[config.mk]
export PLATFORM = sky130hd
export DESIGN_NAME = multicycle_control_fsm
export DESIGN_NICKNAME = d
export VERILOG_FILES = /design/src/rtl/multicycle_control_fsm.sv
export SDC_FILE = /design/constraint.sdc
export NUM_CORES = 1
export LEC_CHECK = 0
export BUFFER_PORTS_ARGS = -buffer_cell sky130_fd_sc_hd__buf_2
export CAP_MARGIN = 20
export CORE_MARGIN = 1
export CORE_UTILIZATION = 40
export CTS_CLUSTER_SIZE = 10
export DETAILED_ROUTE_END_ITERATION = 16
export PLACE_DENSITY = 0.72
export SYNTH_ARGS = -nofsm -noshare
export SYNTH_HDL_FRONTEND = slang
export SYNTH_SLANG_ARGS = --single-unit
export TNS_END_PERCENT = 20
[constraint.sdc]
create_clock -name clk -period 1.7 [get_ports clk]
set_input_delay 0.17 -clock clk [delete_from_list [all_inputs] [get_ports clk]]
set_output_delay 0.17 -clock clk [all_outputs]
set_load 0.03 [all_outputs]
[src/rtl/multicycle_control_fsm.sv]
// Multicycle MIPS-subset control unit: Moore FSM that sequences fetch/decode/execute/memory/writeback
// and drives every select and write enable of the IR/register-file/ALU datapath.
module multicycle_control_fsm #(
  parameter int ALU_CMD_W    = 3,
  parameter bit HALT_ILLEGAL = 1'b1
) (
  input  logic                 clk,
  input  logic                 reset,
  input  logic [5:0]           opcode,
  input  logic [5:0]           funct,
  input  logic                 zero,
  output logic                 ir_we,
  output logic                 pc_we,
  output logic                 mem_we,
  output logic                 mem_addr_sel,
  output logic                 reg_we,
  output logic [1:0]           reg_dst_sel,
  output logic [1:0]           reg_data_sel,
  output logic                 alu_src_a,
  output logic [1:0]           alu_src_b,
  output logic [ALU_CMD_W-1:0] alu_cmd,
  output logic [1:0]           pc_src_sel,
  output logic                 illegal,
  output logic [3:0]           state
);

  typedef enum logic [3:0] {
    FETCH    = 4'd0,
    DECODE   = 4'd1,
    MEM_ADDR = 4'd2,
    MEM_RD   = 4'd3,
    MEM_WB   = 4'd4,
    MEM_WR   = 4'd5,
    R_EXEC   = 4'd6,
    R_WB     = 4'd7,
    I_EXEC   = 4'd8,
    I_WB     = 4'd9,
    BRANCH   = 4'd10,
    JUMP     = 4'd11,
    JAL      = 4'd12,
    JR       = 4'd13,
    HALT     = 4'd15
  } state_t;

  localparam logic [5:0] OP_RTYPE = 6'h00;
  localparam logic [5:0] OP_J     = 6'h02;
  localparam logic [5:0] OP_JAL   = 6'h03;
  localparam logic [5:0] OP_BNE   = 6'h05;
  localparam logic [5:0] OP_XORI  = 6'h0E;
  localparam logic [5:0] OP_LW    = 6'h23;
  localparam logic [5:0] OP_SW    = 6'h2B;

  localparam logic [5:0] FN_JR  = 6'h08;
  localparam logic [5:0] FN_ADD = 6'h20;
  localparam logic [5:0] FN_SUB = 6'h22;
  localparam logic [5:0] FN_SLT = 6'h2A;

  localparam logic [ALU_CMD_W-1:0] ALU_ADD = ALU_CMD_W'(0);
  localparam logic [ALU_CMD_W-1:0] ALU_SUB = ALU_CMD_W'(1);
  localparam logic [ALU_CMD_W-1:0] ALU_XOR = ALU_CMD_W'(2);
  localparam logic [ALU_CMD_W-1:0] ALU_SLT = ALU_CMD_W'(3);

  state_t state_q, state_d, decode_next;
  logic   decode_illegal;
  logic   mem_is_store;
  logic   illegal_q;

  // Instruction classification; only consulted while in DECODE.
  always_comb begin
    // NOTE: every always_comb output gets a default first so no path can infer a latch.
    decode_next    = FETCH;
    decode_illegal = 1'b0;
    case (opcode)
      OP_RTYPE: begin
        case (funct)
          FN_ADD, FN_SUB, FN_SLT: decode_next = R_EXEC;
          FN_JR:                  decode_next = JR;
          default:                decode_illegal = 1'b1;
        endcase
      end
      OP_J:         decode_next = JUMP;
      OP_JAL:       decode_next = JAL;
      OP_BNE:       decode_next = BRANCH;
      OP_XORI:      decode_next = I_EXEC;
      OP_LW, OP_SW: decode_next = MEM_ADDR;
      default:      decode_illegal = 1'b1;
    endcase
    if (decode_illegal) decode_next = HALT_ILLEGAL ? HALT : FETCH;
  end

  always_comb begin
    state_d = FETCH;
    case (state_q)
      FETCH:    state_d = DECODE;
      DECODE:   state_d = decode_next;
      MEM_ADDR: state_d = mem_is_store ? MEM_WR : MEM_RD;
      MEM_RD:   state_d = MEM_WB;
      R_EXEC:   state_d = R_WB;
      I_EXEC:   state_d = I_WB;
      HALT:     state_d = HALT;
      default:  state_d = FETCH;
    endcase
  end

  // Load/store direction is captured in DECODE so opcode changes later in the instruction are ignored.
  always_ff @(posedge clk or posedge reset) begin
    if (reset) begin
      // NOTE: registered state uses non-blocking assignments so all flops update together on the edge.
      state_q      <= FETCH;
      mem_is_store <= 1'b0;
      illegal_q    <= 1'b0;
    end else begin
      state_q <= state_d;
      if (state_q == DECODE) begin
        mem_is_store <= (opcode == OP_SW);
        if (decode_illegal) illegal_q <= 1'b1;
      end
    end
  end

  // Moore outputs; reset gates everything to zero so nothing fires while it is held.
  always_comb begin
    ir_we        = 1'b0;
    pc_we        = 1'b0;
    mem_we       = 1'b0;
    mem_addr_sel = 1'b0;
    reg_we       = 1'b0;
    reg_dst_sel  = 2'd0;
    reg_data_sel = 2'd0;
    alu_src_a    = 1'b0;
    alu_src_b    = 2'd0;
    alu_cmd      = ALU_ADD;
    pc_src_sel   = 2'd0;
    if (!reset) begin
      case (state_q)
        FETCH: begin
          ir_we     = 1'b1;
          pc_we     = 1'b1;
          alu_src_b = 2'd2;
        end
        DECODE: alu_src_b = 2'd3;
        MEM_ADDR: alu_src_a = 1'b1;
        MEM_RD: mem_addr_sel = 1'b1;
        MEM_WB: begin
          reg_we       = 1'b1;
          reg_dst_sel  = 2'd1;
          reg_data_sel = 2'd1;
        end
        MEM_WR: begin
          mem_addr_sel = 1'b1;
          mem_we       = 1'b1;
        end
        R_EXEC: begin
          alu_src_a = 1'b1;
          alu_src_b = 2'd1;
          case (funct)
            FN_SUB:  alu_cmd = ALU_SUB;
            FN_SLT:  alu_cmd = ALU_SLT;
            default: alu_cmd = ALU_ADD;
          endcase
        end
        R_WB: reg_we = 1'b1;
        I_EXEC: begin
          alu_src_a = 1'b1;
          alu_cmd   = ALU_XOR;
        end
        I_WB: begin
          reg_we      = 1'b1;
          reg_dst_sel = 2'd1;
        end
        BRANCH: begin
          alu_src_a  = 1'b1;
          alu_src_b  = 2'd1;
          alu_cmd    = ALU_SUB;
          pc_src_sel = 2'd1;
          pc_we      = ~zero;
        end
        JUMP: begin
          pc_src_sel = 2'd2;
          pc_we      = 1'b1;
        end
        JAL: begin
          pc_src_sel   = 2'd2;
          pc_we        = 1'b1;
          reg_we       = 1'b1;
          reg_dst_sel  = 2'd2;
          reg_data_sel = 2'd2;
        end
        JR: begin
          pc_src_sel = 2'd3;
          pc_we      = 1'b1;
        end
        default: ;
      endcase
    end
  end

  assign illegal = illegal_q;
  assign state   = state_q;

endmodule

# Word level (Yosys, flattened, before mapping)
# Index checks and enable logic that the tools add are counted.
classes:
  eq_ne: 24
  muxes: 30
  bitwise_logic: 1
  reduce_logical: 14
op_table:
  columns: ["op", "count"]
  rows:
  - ["6-bit == test, second input constant", 5]
  - ["4-bit == test, second input constant", 7]
  - ["4-bit one-hot mux with 7 select lines", 1]
  - ["4-bit one-hot mux with 6 select lines", 1]
  - ["2-bit one-hot mux with 3 select lines", 3]
  - ["4-bit by 3-bit == test with 1-bit output, second input constant", 4]
  - ["4-bit OR reduction", 4]
  - ["6-bit by 2-bit == test with 1-bit output, second input constant", 2]
  - ["6-bit by 4-bit == test with 1-bit output, second input constant", 2]
  - ["1-bit 2-to-1 mux", 12]
  - ["2-bit one-hot mux with 2 select lines", 3]
  - ["2-bit 2-to-1 mux", 5]
  - ["2-bit OR reduction", 5]
  - ["4-bit by 2-bit == test with 1-bit output, second input constant", 2]
  - ["4-bit one-hot mux with 2 select lines", 1]
  - ["6-bit by 3-bit == test with 1-bit output, second input constant", 1]
  - ["6-bit zero test", 1]
  - ["6-bit OR reduction", 1]
  - ["4-bit by 1-bit == test with 1-bit output, second input constant", 1]
  - ["4-bit zero test", 1]
  - ["4-bit 2-to-1 mux", 1]
  - ["1-bit one-hot mux with 2 select lines", 2]
  - ["3-bit 2-to-1 mux", 1]
  - ["3-bit OR reduction", 1]
  - ["2 further kinds", 2]
totals:
  ff_bits: 6
  in_bits: 15
  output_inout_bits: 22

# Logic depth before layout (Yosys ltp)
# Gate-level depths: netlist of run 1.
logic_depth:
  word_depth: 6
  ltp_mapped: 7

# Least setup slack after synthesis of run 1
# Ideal clock, no wire load.
synth_path:
  kind: "register -> output"
  from: "register state_q[2], in the netlist state[2]"
  to: "output port mem_addr_sel"
  arrival_ps: 2059
  t_required_ps: 1530
  path_slack_ps: -529
  stages_incl_launch_ff: 5
  path_buffers: 2
  cell_sequence: "dfrtp_1 buf_2 buf_1 xnor2_1 nor4_1"
synth_via:
  elab_chain_cells: 4
  word_cells_on_any_way: 5
  cone_classes: "2 x eq/ne; 2 x mux; 1 x reduce/logical"
synth_lines:
  columns: ["element", "line", "text"]
  rows:
  - ["from (decl)", "63", "state_t state_q, state_d, decode_next;"]
  - ["from (signal assigned)", "113", "state_q <= state_d;"]
  - ["4-bit by 3-bit == test with 1-bit output or 4-bit by 2-bit == test with 1-bit output (tied branches)", "135", "case (state_q)"]
  - ["2-bit OR reduction (no line) (*)", null, null]
  - ["1-bit 2-to-1 mux (*)", "135", null]
  - ["1-bit 2-to-1 mux (*)", "134", "if (!reset) begin"]
  - ["to (decl)", "15", "output logic mem_addr_sel,"]
# Every way passes the cells marked *; elsewhere a longest branch is shown, timed or not.

# Worst setup path in the final report of run 1
layout_path:
  from: "register state_q[1], in the netlist state[1]"
  to: "output port alu_src_b[0]"
layout_via:
  elab_chain_cells: 4
  word_cells_on_any_way: 7
  cone_classes: "3 x eq/ne; 2 x mux; 2 x reduce/logical"
layout_lines:
  columns: ["element", "line", "text"]
  rows:
  - ["4-bit by 3-bit == test with 1-bit output or 4-bit == test (tied branches)", "135", null]
  - ["2-bit OR reduction (no line)", null, null]
  - ["2-bit one-hot mux with 3 select lines (*)", "135", null]
  - ["2-bit 2-to-1 mux (*)", "134", null]
  - ["to (decl)", "20", "output logic [1:0] alu_src_b,"]
# Marked as above.

==> results of run 1 <==
[registers in the layout, summed over array words and instances, names as in the netlist]
name and cells:
state 4, mem_is_store 1, illegal 1
[synth_stat cells (all sizes together), types with 3 or more instances]
master / n / share of area
a211oi: 3 / 0.026
nand3: 8 / 0.046
nand2b: 6 / 0.043
o21ai: 7 / 0.040
clkbuf: 5 / 0.022
dfrtp: 6 / 0.17
nor2: 17 / 0.073
nor2b: 3 / 0.022
a21oi: 9 / 0.052
inv: 4 / 0.017
buf: 8 / 0.060
nand2: 7 / 0.030
and3: 3 / 0.022
nor4: 5 / 0.036
nor3: 8 / 0.046
[per-stage QoR]
stage,power [W],setup WS (ns)
after floorplan,0.0001969,-0.1413
final,0.0003648,0.03070
after CTS,0.0003704,-0.02821
after global routing,0.0003890,-0.04346
after global placement,0.0002303,0.1575
after detailed placement,0.0002333,0.1158
[power by group through the flow]
stage          sequential, W  clock, W  combinational, W
5_1_grt             0.000145  0.000147         0.0000968
6_report            0.000145  0.000133         0.0000869
3_3_place_gp        0.000147         0         0.0000831
3_5_place_dp        0.000147         0         0.0000859
2_1_floorplan       0.000150         0         0.0000469
4_1_cts             0.000145  0.000139         0.0000860
[worst paths after layout]
path,to,from,slack [ns],depth (start not counted)
setup / recovery,alu_src_b[0],state[1],0.03,7
hold / removal,state[2],reset,0.06,3
setup reg to reg,state[3],state[1],0.06,6
hold reg to reg,illegal,illegal,0.47,1
max in group asynchronous,state[0],reset,1.51,3
min in group clk,mem_is_store,opcode[3],0.25,3
[repair_timing]
| action | 4_1_cts | 5_1_grt |
|---|---|---|
| pin swaps | 0 | 4 |
| buffers inserted | 1 | 7 |
| resized for setup | 9 | 20 |
| setup endpoints to repair | 11 | 13 |
| hold endpoints to repair | 0 | 0 |
[cell families after synthesis]
logic type	after synthesis
compound gates	34
xor+xnor	2
buf+inv	17
flops	6
mux	1
other cells	1
simple gates	69
[worst min-delay path, delay by kind of cell]
| family | cells | cell delay [ns] |
|---|---|---|
| buf+inv | 3 | 0.46 |
[metal layers]
layer	global-route usage	vias to the layer above	routed length [µm]
met2	0.4167	37	1492
met3	0.02830	7	102
li1	-	569	-
met1	0.3115	576	1277
met4	0.1176	0	54
met5	0	-	0
[layout make-up]
cell class                      count  share of cell area
Timing Repair Buffer               53              0.2646
Multi-Input combinational cell    107              0.5638
Inverter                            4             0.01151
Sequential cell                     6              0.1170
Clock buffer                        3             0.01726
Tap cell                           27             0.02589
==> results list, run 1 <==
- The flow ran to the end, and the final reports show no timing, DRC or antenna violations.
- From synthesis to final layout, the design area changed by 49.86%.
- The number of clock buffers added by TritonCTS is 3.
* Internal power of the cells: 0.0002556 W
- Number of maximum-capacitance constraint violations: 0
- By startpoint and endpoint, the worst setup path is classified as flop to output port.
- The tightest min-delay check is of the input port to asynchronous set/reset pin type.
- In the global route stage, overall resource usage came out at 0.2474.
- Sequential area share after synthesis: 0.1724
- The clock passes through at most 2 buffers.
- Of all flip-flops after synthesis, the portion carrying an async set or reset was 1.000.
* Mean instance size in the synthesized netlist: 6.699 µm²
- Reg area: 152.6 µm²
- The number of pins exceeding their max-slew limit in the final report came to 0.
* Iteration count of the initial detailed-routing pass: 4
- Post-detailed-placement cell area: 0.001130 mm²
- Root buffer selected by CTS: clkbuf_4
- The number of antenna violations at the first check in global routing is 0.
* Final Util: 0.6519
- The layout has 190 filler cells.
* Max Clock Freq: 0.5991 GHz
- Endpoints failing hold: 0
- Delay contributed by the slowest stage of the critical path: 0.39 ns
- Measured against the total synthesized area, the mux share comes to 0.01149.
- The first global-routing pass estimated 4.643 mm of wire.
* Combinational group share of total power: 0.238
- In the final layout, the share of cells above drive strength 1 is 0.4451.
- Row count: 16
- Count of H-tree levels built during CTS: 1
- Total vias in the final route: 1,189
* Time the final worst path needs with I/O delays and setup: 1.669 ns
* Portion of total power attributed to the clock network: 0.364
* Static leakage: 0.5750 nW
* Synth Area in Compound Gates: 0.2672
* Core footprint: 0.002002 mm²
- TritonCTS built the clock tree.
* Overall overflow remaining after global route: 0
* Number of warning messages in the yosys log: 0
- Per-cell via count in the routed design: 5.945
- Leaving out fill and tap cells, the most frequent cells in the layout are buf_2, buf_4, nor2_1, a21oi_1.
* Post-synth design cell area: 870.8 µm²
- Pin count of the biggest net entering global routing: 16
* Final setup violation count: 0
- The detailed router finished its first iteration with 26 violations.
- Ports placed on the boundary: 37
- By area, the combinational part of the netlist is dominated by simple AND/OR/NAND/NOR gates.
- STA puts the critical path data required time at 1.53 ns.
- Of the total synthesized cell area, the portion taken by full adders, half adders and majority gates is 0.
- Kind of start point of the critical path: flop
- Area of combinational cells with multiple inputs: 735.7 µm²
- Critical path's top delay family: flip-flops
- The initial utilization of the core area, before any placement, comes to 0.4350.
- For the worst-skew pair, the clock arrives at the later sink with an insertion delay of 0.25 ns.
* Seq pwr share: 0.398
- From left edge to right edge, the die measures 48.66 µm.
- Die ar.: 0.002368 mm²
- Final layout net count: 190
* Hpwl dp: 2.007 mm
* Largest voltage drop on the vdd net: 0.2300 mV
- Layout Cells excl Fill: 200
* Most common library cell in the layout ignoring fill and taps: buf_2
- Dividing the final minimum period by the clock period gives 0.9819.
- The floorplan step set the die height to 48.66 µm.
- Yosys mapped a number of flops with a built-in enable equal to 0.
* Total instance count after detailed placement: 189
- Clock transition at the registers of the reported paths: 0.05 ns
- Total wire length: 2.926 mm
- At the end of routability-driven placement, the weighted congestion stood at 0.8805.
* Main flop type after synthesis: dfrtp_1
- For this design the ratio of total power to cell area is 279.6 mW/mm².
- In this run the tool buffered the top-level ports with 35 buffer cells.
- Post-detailed-route count of antenna-violating nets: 0
* Number of nets in the synthesized netlist: 145
* Diodes inserted: 0
* Highest-delay cell along the critical path: dfrtp_1
- Synthesized-area fraction occupied by and/or/nand/nor cells: 0.4253
- Setup Skew: 0.003221 ns
- Proportion of total power due to net switching: 0.2994
- After detailed routing, the average wire length per cell comes to 14.63 µm.
- Walking the worst path, the cells encountered are buf_6, nand2b_4, nor2_4, a21oi_2, o32a_1, nor2_1, buf_4.
- In the routed design, unresolved DRC markers number 0.
* Total clock sinks: 6
- In this run the worst path has a maximum fanout of 7.
* Critical path capture point type: output port
- Hold is met by 0.05533 ns.
- The via count of the first global-routing pass came to 1,043.
- In this run the power spent charging and discharging nets is 0.0001092 W.
* Cell count after synthesis: 130
* Hold-fix buffers, CTS: 0
* Non-Filler Cell Area, Final: 0.001305 mm²
- Together, buffers and inverters on the worst path number 2.
* Count of different cell masters after synthesis: 44
- Setup Total Neg Slack: 0 ns
* Total of flip-flops plus latches after synthesis: 6
* CP Data Arrival Time: 1.50 ns
* Setup repair after global routing missed its margin: yes
* Share of the synthesized netlist area taken by xor and xnor gates: 0.02011
No activity file was read; power rests on OpenSTA's default activity.
==> inputs of run 2 (changes only) <==
--- a/config.mk
+++ b/config.mk
@@ -5,13 +5,14 @@
 export SDC_FILE = /design/constraint.sdc
 export NUM_CORES = 1
 export LEC_CHECK = 0
+export ABC_AREA = 1
 export BUFFER_PORTS_ARGS = -buffer_cell sky130_fd_sc_hd__buf_2
 export CAP_MARGIN = 20
-export CORE_MARGIN = 1
+export CORE_MARGIN = 4
 export CORE_UTILIZATION = 40
 export CTS_CLUSTER_SIZE = 10
 export DETAILED_ROUTE_END_ITERATION = 16
-export PLACE_DENSITY = 0.72
+export PLACE_DENSITY = 0.74
 export SYNTH_ARGS = -nofsm -noshare
 export SYNTH_HDL_FRONTEND = slang
 export SYNTH_SLANG_ARGS = --single-unit
==> run 2 against run 1 <==
- the run now ends with setup timing left
- sequential cell count did not move
- setup slack worse by 0.031 ns
- critical path type unchanged
- via count decreased by 19%
- largest power group is now combinational cells
- power increased to 4.0 times the previous value
- first-iteration DRC count shrank 65%
- wire length decreased by 32%
- clock power down 3%
==> results list, run 2 <==
- Entering global routing, the biggest net connects 16 pins.
* Count of H-tree levels built during CTS: 1
- Number of flops mapped to enable cells by yosys: 0
- Counting flops and latches in the post-synthesis netlist gives 6.
* Post-detailed-route DRC marker count: 0
- TritonCTS built the clock tree.
* Overall Power: 0.001475 W
* Number of warning messages in the yosys log: 0
- Largest voltage drop on the vdd net: 0.6623 mV
- Initial DRC Count: 9
- The number of pins exceeding their max-slew limit in the final report came to 0.
- Total clock sinks: 6
- Core footprint: 0.001745 mm²
- Most common library cell in the layout ignoring fill and taps: buf_2
* Number of nets in the synthesized netlist: 152
- The number of antenna violations at the first check in global routing is 0.
* Most instantiated library cell after synthesis: nor2_1
- Total wire length: 1.994 mm
* Post-synth design cell area: 747.0 µm²
- The worst setup path is launched from a flop.
- Routability-driven placement finished with a final weighted congestion of 0.8835.
* Ratio of total power to cell area: 1320 mW/mm²
* Flip-flop count of the largest register after layout: 4
- Violated checks: setup timing
* Mean instance size in the synthesized netlist: 5.452 µm²
* Vert. Die Dim: 51.22 µm
- Time the final worst path needs with I/O delays and setup: 1.700 ns
- The later pin in the worst-skew pair is clocked with a latency of 0.24 ns.
- The analysis attributes to cell leakage a power of 0.5966 nW.
- Final layout net count: 194
- Input/output buffers: 35
- The die covers 0.002623 mm².
- Clock transition at the registers of the reported paths: 0.04 ns
- Max-cap violations in this run came to 0.
* Initial cell density of the core: 0.4280
- Ports placed on the boundary: 37
- The first detailed-routing pass ran for 4 iterations.
* Setup Skew: 0.0001388 ns
- The clock passes through at most 2 buffers.
- Sorting the synthesized cells by how often they occur yields nor2_1, nand2_1, inv_1.
- Of the cells placed in the final design, the portion with a size suffix greater than 1 is 0.4407.
* Maximum fanout along the worst path: 6
- Main flop type after synthesis: dfrtp_1
* Total Routing Usage GR: 0.1523
- Top cells by area, synth: dfrtp_1, nor2_1, nand2_1
* Final Util: 0.6401
* Cell count after synthesis: 137
* Detailed-route wire length per cell: 9.871 µm
* Number of buffers created by CTS: 3
- Highest-count cells in the layout ignoring fill and taps: buf_2, nor2_1, nand2_1, inv_1, buf_4
* Overall overflow remaining after global route: 0
* Width of the chip: 51.22 µm
- Summed over all instances, the cell type with the most area after synthesis is dfrtp_1.
- Vias in the first global route: 846
- Per-cell via count in the routed design: 4.757
- Critical path capture point type: output port
* Non-Filler Cell Area, Final: 0.001117 mm²
* Final setup violation count: 1
- Sequential area share after synthesis: 0.2010
- CP Data Arrival Time: 1.53 ns
* Pre-CTS WS: 0.1531 ns
- Type of the worst setup path: flop to output port
- Count of different cell masters after synthesis: 23
- The count of final hold-check violations was 0.
- Setup repair after global routing missed its margin: yes
- Based on the critical path, the design can be clocked at up to 0.5882 GHz.
* CP Data Required Time: 1.53 ns
- Top-area cell type share of the netlist area: 0.2010
- Share of async-settable or async-resettable flops after synthesis: 1.000
- The placed instances occupy a cell area of 964.7 µm².
- The wire-length estimate of the detail-placed layout is 1.641 mm.
- Row count: 15
- Final period utilization: 1.000
- The tree is rooted in a clkbuf_4.
- Type of the worst min-delay path: input port to flop
* Global-route wire length before repair: 3.208 mm
- Setup slack on the critical path of the routed design comes to -0.0002239 ns.
* Diodes inserted: 0
- The routed layout has 961 vias.
* Syn-to-layout area delta: 49.58%
* Status: finished, violations left
- Once detail routing completed, the nets flagged for antenna violations numbered 0.
==> run 2: stage by stage <==
| step | hold WS, ns | std cells | setup TNS (ns) |
|---|---|---|---|
| 2_1_floorplan | -0.03073 | 137 | -0.1694 |
| 3_3_place_gp | 0.2464 | 195 | 0 |
| 3_5_place_dp | 0.2454 | 195 | 0 |
| 4_1_cts | 0.1983 | 199 | -0.01818 |
| 5_1_grt | 0.2299 | 202 | -0.2388 |
| 6_report | 0.2007 | 202 | -0.0002239 |
==> run 2: final timing paths <==
kind | from | end | slack, ns | cells after the start
setup / recovery | state[1] | pc_we | -0.0002 | 8
hold / removal | opcode[3] | mem_is_store | 0.20 | 3
setup reg to reg | state[2] | state[2] | 0.33 | 8
hold reg to reg | illegal | illegal | 0.47 | 1
max in group asynchronous | reset | state[2] | 1.00 | 4
min in group asynchronous | reset | mem_is_store | 0.58 | 4
==> run 2: critical path: stages, from the launching register on <==
cell and delay (ns):
dfrtp_2 0.46, inv_2 0.07, nand2_2 0.07, inv_2 0.08
nand2_2 0.07, a31oi_2 0.20, nor2_1 0.08, o31ai_2 0.06
buf_4 0.20
==> run 2: layout make-up <==
class                           instances  area [µm²]
Clock buffer                            3       22.52
Fill cell                             169       628.1
Inverter                               25       97.59
Multi-Input combinational cell        103       571.8
Sequential cell                         6       153.9
Tap cell                               25       31.28
Timing Repair Buffer                   40       240.2
==> run 2: cell families (layout without fill, tap and decap cells) <==
| logic type | count (synthesis) | in the layout | share of synthesized area |
|---|---|---|---|
| AO/OA/AOI/OAI | 13 | 13 | 0.1005 |
| buffers and inverters | 28 | 68 | 0.1507 |
| flip-flops | 6 | 6 | 0.2010 |
| other | 1 | 1 | 0.005020 |
| AND/OR/NAND/NOR | 89 | 89 | 0.5427 |
==> run 2: per-layer routing <==
layer  wire, µm  global-route usage
met5          0                   0
met4          0             0.01310
met3        122             0.03207
met2       1069              0.3155
met1        802              0.1584
==> run 2: what timing repair did <==
action	in CTS	in global routing
endpoints found under the setup margin	5	9
gates resized for setup	12	28
hold buffers	1	0
pin swaps	0	5
setup buffers	0	3
hold endpoints to repair	6	0
==> run 2: power by group <==
group	internal (W)	total, W	switching, W
Combinational	0.000349	0.00107	0.000721
Sequential	0.000195	0.000277	0.0000821
Clock	0.0000797	0.000129	0.0000489
Total	0.000623	0.00148	0.000852
==> inputs of run 3 (changes only) <==
--- a/config.mk
+++ b/config.mk
@@ -12,7 +12,7 @@
 export CORE_UTILIZATION = 40
 export CTS_CLUSTER_SIZE = 10
 export DETAILED_ROUTE_END_ITERATION = 16
-export PLACE_DENSITY = 0.74
+export PLACE_DENSITY = 0.73
 export SYNTH_ARGS = -nofsm -noshare
 export SYNTH_HDL_FRONTEND = slang
 export SYNTH_SLANG_ARGS = --single-unit
==> run 3 against run 2 <==
- the run now ends clean
- non-clock buffer count is the same
- largest cell class unchanged
- combinational power grew 4%
- maximum frequency grew 2.1%
- critical path depth shrank 2
- via count grew 3.3%
- wire length grew 5.4%
- clock-buffer cell count is the same
- core utilization grew 0.22 points
- critical path type unchanged
- largest power group unchanged
==> results list, run 3 (synthesis gave the netlist of run 2 again) <==
- Endpoints failing hold: 0
- For this run, the detailed router's first-pass iteration total came to 5.
- Final setup violation count: 0
- The worst register-to-register path begins at state[0].
- The worst hold path terminates at mem_is_store.
- Leaving out fill and tap cells, the most frequent cell in the layout is buf_2.
- Hpwl dp: 1.660 mm
* Initial cell density of the core: 0.4280
- CTS placed an instance of clkbuf_4 at the clock tree root.
- Clock transition at the registers of the reported paths: 0.04 ns
- For this block, the initial DRC count from the detailed router was 13.
- CTS tree: yes
- STA puts the critical path data required time at 1.53 ns.
* Die ar.: 0.002623 mm²
- Highest-count cells in the layout ignoring fill and taps: buf_2, nand2_1, nor2_1, inv_1
- STA classifies the critical path startpoint as a flop.
- In the finished design, the share of the clock period the worst path needs comes to 0.9800.
- Pin count of the biggest net entering global routing: 16
* Number of buffers created by CTS: 3
- Setup repair after global routing could not meet its margin everywhere.
* Antenna violations before repair: 0
- Post-detailed-route count of antenna-violating nets: 0
- Total Routing Usage GR: 0.1676
- STA classifies the critical path endpoint as an output port.
* Final Util: 0.6423
- Count of H-tree levels built during CTS: 1
- In this run the tool buffered the top-level ports with 35 buffer cells.
* Diodes inserted: 0
* List of cells traversed by the critical path: inv_1, nand2_2, nor2_4, nand4_1, a31oi_1, buf_4
- Type of the worst min-delay path: input port to flop
- In the routed design, unresolved DRC markers number 0.
- Number of maximum-capacitance constraint violations: 0
* Vert. Die Dim: 51.22 µm
- The via count of the first global-routing pass is 892.
- Per-cell via count in the routed design: 4.916
* Reg2Reg Capture Point: state[1]
* Setup Total Neg Slack: 0 ns
* Syn-to-layout area delta: 50.08%
- Setup Skew: 0.003072 ns
* Final layout net count: 194
- In the final layout, the share of cells above drive strength 1 is 0.4407.
* Total clock sinks: 6
- 37 I/O pins were placed.
* Core footprint: 0.001745 mm²
- Slew Limit Fails: 0
- Summed over all layers, the routed wires come to 2.101 mm.
* Detailed-route wire length per cell: 10.40 µm
- Total vias in the final route: 993
- Bufs on Longest Clock Path: 2
- IR analysis of the VDD net gives a maximum drop of 0.6098 mV.
- Later-pin clock latency in the skew report: 0.25 ns
* Status: completed
- CP Data Arrival Time: 1.50 ns
* Highest-delay cell along the critical path: dfrtp_2
- After floorplanning, the core was divided into 15 placement rows.
* Width of the chip: 51.22 µm
- Max Clock Freq: 0.6002 GHz
* Minimum setup slack among reg-to-reg paths: 0.35 ns
- Maximum fanout along the worst path: 5
- Hold_sp: opcode[3]
- The kind of cell with the highest combined delay along the critical path is flip-flops.
- For the worst flop-to-flop path, the logic depth is 8.
- The worst path in the final design needs a cycle of 1.666 ns, including I/O delays and setup.
- Together, buffers and inverters on the worst path number 2.
- The critical path in this run is classified as flop to output port.
- Overall overflow remaining after global route: 0
* Gp weighted congestion: 0.8754
- On the final layout, the worst hold slack is 0.2029 ns.
* Static leakage: 0.5914 nW
- Delay contributed by the slowest stage of the critical path: 0.44 ns
- Ratio of total power to cell area: 1353 mW/mm²
- Along the worst hold path, the cell count comes to 3.
- Global-route wire length before repair: 3.491 mm
- Flip-flop count of the largest register after layout: 4
-- run 3: cell count changes in the layout (fill, tap and decap cells not counted), sizes merged --
cell    change
buf         -1
clkbuf      +1
-- run 3: worst max-delay path by stage --
stage	start	end	slack (ns)	cells past startpoint
floorplan	state[3]	alu_cmd[0]	-0.07	5
detailed placement	state[1]	alu_src_a	0.13	6
global route	state[1]	alu_src_a	-0.05	6
global placement	state[1]	alu_src_a	0.16	6
CTS	state[0]	alu_src_a	-0.001	6
finish	state[0]	alu_cmd[0]	0.03	6
-- run 3: worst register-to-register path: stages, from the launching register on --
cell	delay, ns
dfrtp_2	0.42
inv_1	0.08
nand2_2	0.14
nor2_4	0.07
buf_4	0.13
nor2_1	0.11
o21ai_0	0.10
a21oi_1	0.13
nand2_1	0.07
-- run 3: final cells by class --
class	count	area (µm²)
clock buffer	3	22.52
sequential	6	155.1
fill	175	624.3
timing repair buffer	40	235.2
tap	25	31.28
inverter	25	97.59
multi-input combinational	103	579.3
-- run 3: routing by layer --
metal	wire length, µm	vias up	track usage
met1	802	453	0.1800
met4	0	0	0.01310
met3	104	0	0.03790
li1	-	509	-
met5	0	-	0
met2	1194	31	0.3391
-- run 3: through the flow --
step	power (W)	instances	instance area (µm²)	setup WS [ns]
finish	0.001516	202	1121	0.03398
global route	0.001644	202	1121	-0.05013
global placement	0.001144	195	964.7	0.1573
detailed placement	0.001151	195	964.7	0.1265
CTS	0.001345	199	1025	-0.001363
floorplan	0.0009111	137	769.5	-0.07426
-- run 3: repair_timing --
| item | CTS | global route |
|---|---|---|
| setup endpoints to repair | 5 | 9 |
| hold buffers | 1 | 0 |
| gates cloned | 0 | 0 |
| resized for setup | 10 | 30 |
| endpoints found under the hold margin | 6 | 0 |
| pin swaps | 0 | 7 |
| buffers inserted | 0 | 3 |
-- run 3: report_power, final --
part	internal, W	total, W	switching [W]	leakage [nW]
logic	0.000372	0.00111	0.000734	0.509
registers	0.000196	0.000279	0.0000822	0.0683
clock network	0.0000799	0.000132	0.0000517	0.0138
total	0.000648	0.00152	0.000868	0.591
